<file path="src/rtl/tx_packet_arbiter.sv">
// tx_packet_arbiter: packet-atomic round-robin arbiter that shares one UART
// transmit byte channel among N_IN framed byte-stream producers. Each frame's
// length comes from its header, so frames are never interleaved. Frames with a
// bad prefix byte are dropped, and a stalled producer loses the channel.
//
// Ports:
//   clk         system clock
//   rst         synchronous reset, active-high
//   in_valid    per-producer byte valid
//   in_data     per-producer byte, input i at [8*i+:8]
//   in_ready    per-producer byte accept (only the granted input can be high)
//   out_data    byte to UART (combinational mux of the granted input)
//   out_valid   byte valid to UART
//   out_ready   UART ready
//   grant       one-hot current owner, 0 when idle
//   busy        frame in progress
//   timeout_err one-cycle pulse when a stalled frame is aborted
//   drop_cnt    saturating count of frames dropped for a bad prefix
module tx_packet_arbiter #(
    parameter int unsigned N_IN    = 2,
    parameter logic [7:0]  PREFIX  = 8'hAA,
    parameter int unsigned LEN_POS = 3,
    parameter int unsigned HDR_LEN = 4,
    parameter int unsigned TRL_LEN = 1,
    parameter int unsigned TIMEOUT = 1000
) (
    input  logic              clk,
    input  logic              rst,
    input  logic [N_IN-1:0]   in_valid,
    input  logic [8*N_IN-1:0] in_data,
    output logic [N_IN-1:0]   in_ready,
    output logic [7:0]        out_data,
    output logic              out_valid,
    input  logic              out_ready,
    output logic [N_IN-1:0]   grant,
    output logic              busy,
    output logic              timeout_err,
    output logic [7:0]        drop_cnt
);

    localparam int unsigned IW = (N_IN > 1) ? $clog2(N_IN) : 1;
    localparam int unsigned SW = $clog2(TIMEOUT + 1);
    // Frame end index is TAIL + len.
    localparam logic [8:0]  TAIL     = 9'(HDR_LEN + TRL_LEN - 1);
    localparam logic [IW-1:0] LAST_IDX = IW'(N_IN - 1);

    typedef enum logic {
        IDLE,
        PASS
    } state_t;

    state_t          state, state_nx;
    logic [IW-1:0]   last_grant, last_grant_nx;
    logic [IW-1:0]   owner, owner_nx;
    logic [N_IN-1:0] grant_nx;
    logic            busy_nx;
    logic            timeout_nx;
    logic [7:0]      drop_cnt_nx;
    logic [7:0]      len, len_nx;
    logic [8:0]      byte_cnt, byte_cnt_nx;
    logic [SW-1:0]   stall_cnt, stall_cnt_nx;

    logic            cur_valid;
    logic [7:0]      cur_data;
    logic            pick_found;
    logic [IW-1:0]   pick;

    // Index base+k reduced modulo N_IN (k never exceeds N_IN).
    function automatic logic [IW-1:0] wrap_idx(input logic [IW-1:0] base, input int unsigned k);
        int unsigned s;
        s = 32'(base) + k;
        if (s >= N_IN) s = s - N_IN;
        return IW'(s);
    endfunction

    // Round-robin pick: first requester after last_grant, wrapping.
    always_comb begin
        pick_found = 1'b0;
        pick       = '0;
        for (int unsigned k = 1; k <= N_IN; k++) begin
            if (!pick_found && in_valid[wrap_idx(last_grant, k)]) begin
                pick_found = 1'b1;
                pick       = wrap_idx(last_grant, k);
            end
        end
    end

    // Datapath mux selected by the one-hot grant register.
    always_comb begin
        cur_valid = 1'b0;
        cur_data  = '0;
        for (int unsigned i = 0; i < N_IN; i++) begin
            if (grant[i]) begin
                cur_valid = in_valid[i];
                cur_data  = in_data[8*i +: 8];
            end
        end
    end

    // State register and registered outputs.
    always_ff @(posedge clk) begin
        if (rst) begin
            state       <= IDLE;
            last_grant  <= LAST_IDX;
            owner       <= '0;
            grant       <= '0;
            busy        <= 1'b0;
            timeout_err <= 1'b0;
            drop_cnt    <= '0;
            len         <= '0;
            byte_cnt    <= '0;
            stall_cnt   <= '0;
        end else begin
            state       <= state_nx;
            last_grant  <= last_grant_nx;
            owner       <= owner_nx;
            grant       <= grant_nx;
            busy        <= busy_nx;
            timeout_err <= timeout_nx;
            drop_cnt    <= drop_cnt_nx;
            len         <= len_nx;
            byte_cnt    <= byte_cnt_nx;
            stall_cnt   <= stall_cnt_nx;
        end
    end

    // Next-state, handshake and frame tracking.
    always_comb begin
        state_nx      = state;
        last_grant_nx = last_grant;
        owner_nx      = owner;
        grant_nx      = grant;
        busy_nx       = busy;
        timeout_nx    = 1'b0;
        drop_cnt_nx   = drop_cnt;
        len_nx        = len;
        byte_cnt_nx   = byte_cnt;
        stall_cnt_nx  = stall_cnt;
        in_ready      = '0;
        out_valid     = 1'b0;
        out_data      = cur_data;

        case (state)
            IDLE: begin
                if (pick_found) begin
                    owner_nx     = pick;
                    grant_nx     = N_IN'(1) << pick;
                    busy_nx      = 1'b1;
                    byte_cnt_nx  = '0;
                    stall_cnt_nx = '0;
                    state_nx     = PASS;
                end
            end

            PASS: begin
                if (byte_cnt == 9'd0 && cur_valid && cur_data != PREFIX) begin
                    // Bad prefix: swallow the byte without forwarding it.
                    in_ready = grant;
                    if (drop_cnt != 8'hFF) drop_cnt_nx = drop_cnt + 8'd1;
                    last_grant_nx = owner;
                    grant_nx      = '0;
                    busy_nx       = 1'b0;
                    state_nx      = IDLE;
                end else begin
                    out_valid = cur_valid;
                    in_ready  = grant & {N_IN{out_ready}};
                    if (cur_valid && out_ready) begin
                        byte_cnt_nx  = byte_cnt + 9'd1;
                        stall_cnt_nx = '0;
                        if (byte_cnt == 9'(LEN_POS)) len_nx = cur_data;
                        // len is only valid once the length byte has passed.
                        if (byte_cnt > 9'(LEN_POS) && byte_cnt == TAIL + 9'(len)) begin
                            last_grant_nx = owner;
                            grant_nx      = '0;
                            busy_nx       = 1'b0;
                            state_nx      = IDLE;
                        end
                    end else if (!cur_valid) begin
                        // Producer stall; downstream backpressure holds the count.
                        if (stall_cnt == SW'(TIMEOUT - 1)) begin
                            timeout_nx    = 1'b1;
                            last_grant_nx = owner;
                            grant_nx      = '0;
                            busy_nx       = 1'b0;
                            state_nx      = IDLE;
                        end else begin
                            stall_cnt_nx = stall_cnt + SW'(1);
                        end
                    end
                end
            end

            default: state_nx = IDLE;
        endcase

        // Nothing moves during reset, even from a mid-frame state.
        if (rst) begin
            in_ready  = '0;
            out_valid = 1'b0;
        end
    end

endmodule
</file>
<file path="config.mk">
export PLATFORM = sky130hd
export DESIGN_NAME = tx_packet_arbiter
export DESIGN_NICKNAME = d
export VERILOG_FILES = /design/src/rtl/tx_packet_arbiter.sv
export SDC_FILE = /design/constraint.sdc
export NUM_CORES = 1
export LEC_CHECK = 0
export ABC_AREA = 1
export CAP_MARGIN = 0
export CORE_UTILIZATION = 50
export CTS_CLUSTER_DIAMETER = 60
export DETAILED_ROUTE_END_ITERATION = 12
export GPL_TIMING_DRIVEN = 0
export PLACE_DENSITY_LB_ADDON = 0.1
export SETUP_SLACK_MARGIN = 0.02
export SLEW_MARGIN = 15
export SYNTH_ARGS = -nofsm -noshare
export SYNTH_HDL_FRONTEND = slang
export SYNTH_SLANG_ARGS = --single-unit
</file>
<file path="constraint.sdc">
create_clock -name clk -period 4.18 [get_ports clk]
set_input_delay 0.836 -clock clk [delete_from_list [all_inputs] [get_ports clk]]
set_output_delay 0.836 -clock clk [all_outputs]
set_load 0.03 [all_outputs]
</file>
==> out/results.txt <==
The worst hold path was traced through 2 stages. The worst hold path startpoint is len[3]. The initial antenna violation count was 0. The total number of clock tree sinks was 42.

The worst hold path belongs to the class reg -> reg. Setup total negative slack on the finished layout was measured at 0 ns. The number of gates resized after CTS was 0.

The final period demand of the worst path came out at 3.79 ns. For the data arrival time of the worst path, the log shows 2.95 ns. The synthesized design contains 42 register bits.

STA puts the critical path data required time at 3.34 ns. During I/O placement, the number of pins put on the boundary was 44. The power density over the cells was 296 mW/mm^2; the setup violation total in the final timing report was 0.

The clock-pin slew on the worst setup and hold paths was 0.07 ns; the number of warnings reported in the yosys synthesis log was 0. The die boundary width works out to 75.6 um. In this run the deepest clock path goes through 2 buffers. The placed cell count was 543.

Headroom to the max-slew limit came out at 65.5%. Summed over all cells, the static leakage comes to 1.35 nW. Buffers added to address setup during post-CTS repair amount to 0.

The type of origin of the critical path is an input port. The sequential cells in the finished layout cover a total of 841 um^2. Cell count of the worst reg-to-reg path: 11. The mean area per synthesized cell was 6.29 um^2; the area of the die was 0.00571 mm^2. For the worst-skew pair, the clock arrives at the later sink with an insertion delay of 0.29 ns. Cells fill 63.9% of the core in the end.

The prevailing post-synth register cell was dfxtp_1. Setup slack closes at 0.391 ns. The met2 layer usage reported by global route was 40.4%.

Across the run, the number of max-cap violations was 0. For the total nets after synthesis, the log shows 456. Total power for the finished layout comes to 0.979 mW. Number of remaining DRC errors: 0.

For the global-route congestion overflow total, the log shows 0. The fraction of registers with async set/reset is 0%, and the count of placed standard cells in the final layout, fillers left out is 549. The first routing iteration left 123 violations. The total inserted antenna cells came out at 0. The worst clock skew was 0.00674 ns. The fraction of met1 tracks used by global routing is 32.4%, and the synthesis-to-finish area growth is 22.2%.

Hold is met by 0.469 ns. For the total CTS buffers, the log shows 5. TritonCTS built the clock tree. The logs give 52.3% for the starting density of the core and 4 for the total iterations of the first detailed-routing run. The synthesized netlist occupies a cell area of 0.00271 mm^2. The run finished with clean final reports.

The routed length per placed instance is 11.8 um, and the number of hold violations in the final report is 0. Summed over all nets, the half-perimeter wirelength after detailed placement is 5120 um. The portion of the post-synthesis area used by sequential elements came out at 31.1%. Global routing consumed, on the met3 layer, 5.56% of the routing resources. In this run the most used layer during global routing was met2. The number of nets with antenna violations after routing is 0. The start-to-end type of the worst setup path was in -> out.

The count of buffers added on input and output ports is 43. The die is 75.6 um tall. The run gives 0 as the max-slew violation count. Setup repair after global routing left no endpoint under its margin.

The instance area after placement was 0.00322 mm^2; the cell count after synthesis was 430. The total area of multi-input combinational cells is 0.00153 mm^2, and the largest driver fanout on the critical path is 7. The tools report the clock tree root driver cell as clkbuf_8.

For the level count of the clock H-tree, the log shows 2. The critical register-to-register path startpoint was grant[0]. The critical path endpoint category is a primary output. The run gives 2395 as the via count of the first global-routing pass. Worst setup path startpoint: in_valid[1]. For the pin with the worst max-slew slack, the measured transition is 0.513 ns.

The total area inside the core boundary comes to 0.00517 mm^2. The post-cts hold buffer count came out at 0. For the area of all placed cells without fillers, the log shows 0.00331 mm^2. Routability-driven placement finished with a final weighted congestion of 0.936.

The share of the clock period used by the worst path is 90.7%, and the total vias in the final route is 2756. Timing analysis after detailed placement gives a worst setup slack of 0.407 ns. Static timing analysis puts the maximum clock frequency at 264 MHz.

For the number of inserted filler cells in the final layout, the log shows 498. The post-route netlist has 7.93% of its cells at a drive strength greater than 1. Across every metal layer, demand over resource in global routing totals 24.6%.

VDD sags by at most 0.000167 V. The final layout contains 506 nets. Dividing the detail-routed via count by the number of cells gives 5.02.

The number of enable-type register cells in the synthesized netlist is 0. Counting distinct cell types in the post-synthesis netlist gives 36. After floorplanning, the core was divided into 26 placement rows.

Entering global routing, the biggest net connects 12 pins. The first-pass GRT wire length was 10700 um. Final wirelength: 6470 um.
[synthesized netlist by cell type, types with 6 or more instances]
| cell | n | share of area (%) |
|---|---|---|
| a21oi_1 | 33 | 6.1 |
| dfxtp_1 | 42 | 31 |
| inv_1 | 68 | 9.4 |
| inv_2 | 7 | 0.97 |
| nand2_1 | 105 | 15 |
| nand3_1 | 26 | 4.8 |
| nand4_1 | 11 | 2.5 |
| nor2_1 | 49 | 6.8 |
| nor3_1 | 8 | 1.5 |
| o21ai_0 | 20 | 3.7 |
| o21ai_1 | 6 | 1.1 |
[routing by layer]
| metal | part of all wire (%) | wire [um] |
|---|---|---|
| met1 | 50 | 3210 |
| met2 | 45 | 2880 |
| met3 | 4.8 | 309 |
| met4 | 1.0 | 65 |
| met5 | 0 | 0 |
[report_power, final]
| part | internal [mW] | switching [mW] | total, mW |
|---|---|---|---|
| Clock | 0.128 | 0.134 | 0.262 |
| Combinational | 0.106 | 0.185 | 0.291 |
| Sequential | 0.412 | 0.0149 | 0.427 |
[critical path, cell delays in order]
cell	delay, ns
clkdlybuf4s50_1	0.45
inv_1	0.08
o21ai_2	0.21
inv_2	0.13
nor2_1	0.12
nand2_1	0.15
nand2_1	0.12
nand2_1	0.05
nor2_1	0.12
clkdlybuf4s50_1	0.68
[flip-flops by register name, summed over array words and instances (netlist names)]
signal,count
stall_cnt,10
grant,2
last_grant,1
drop_cnt,8
len,8
state,1
owner,1
byte_cnt,9
busy,1
timeout_err,1
[cell usage in the layout (no fill, tap or decap), types with 4 or more instances in the layout]
| master | n |
|---|---|
| inv_1 | 68 |
| inv_2 | 7 |
| nor2_4 | 4 |
| nor2_2 | 4 |
| nor3_1 | 8 |
| nand2_2 | 5 |
| dfxtp_1 | 42 |
| nand3_1 | 26 |
| o21ai_1 | 6 |
| nand4_1 | 11 |
| ha_1 | 5 |
| nor2_1 | 49 |
| xor2_1 | 5 |
| a21oi_1 | 33 |
| nand2_1 | 105 |
| clkdlybuf4s50_1 | 43 |
| clkbuf_8 | 6 |
| o21ai_0 | 20 |
[cells by family after synthesis]
family,after synthesis,share of synthesized area [%]
xor+xnor,8,2.59
buf+inv,84,12.3
simple gates,224,38.5
compound gates,67,13.2
fa+ha+maj,5,2.31
flops,42,31.1
[worst paths after layout]
check	endpoint	slack, ns
max reg2reg	stall_cnt[5]	2.19
max	in_ready[0]	0.39
min	len[3]	0.47
min reg2reg	len[3]	0.47
[cell type report]
cell class | count | share of cell area [%]
Multi-Input combinational cell | 304 | 46.3
Sequential cell | 42 | 25.4
Timing Repair Buffer | 43 | 13.0
Inverter | 78 | 8.93
Tap cell | 70 | 2.65
Clock buffer | 6 | 2.50
Buffer | 6 | 1.17
Power figures use the tool's default switching activity.
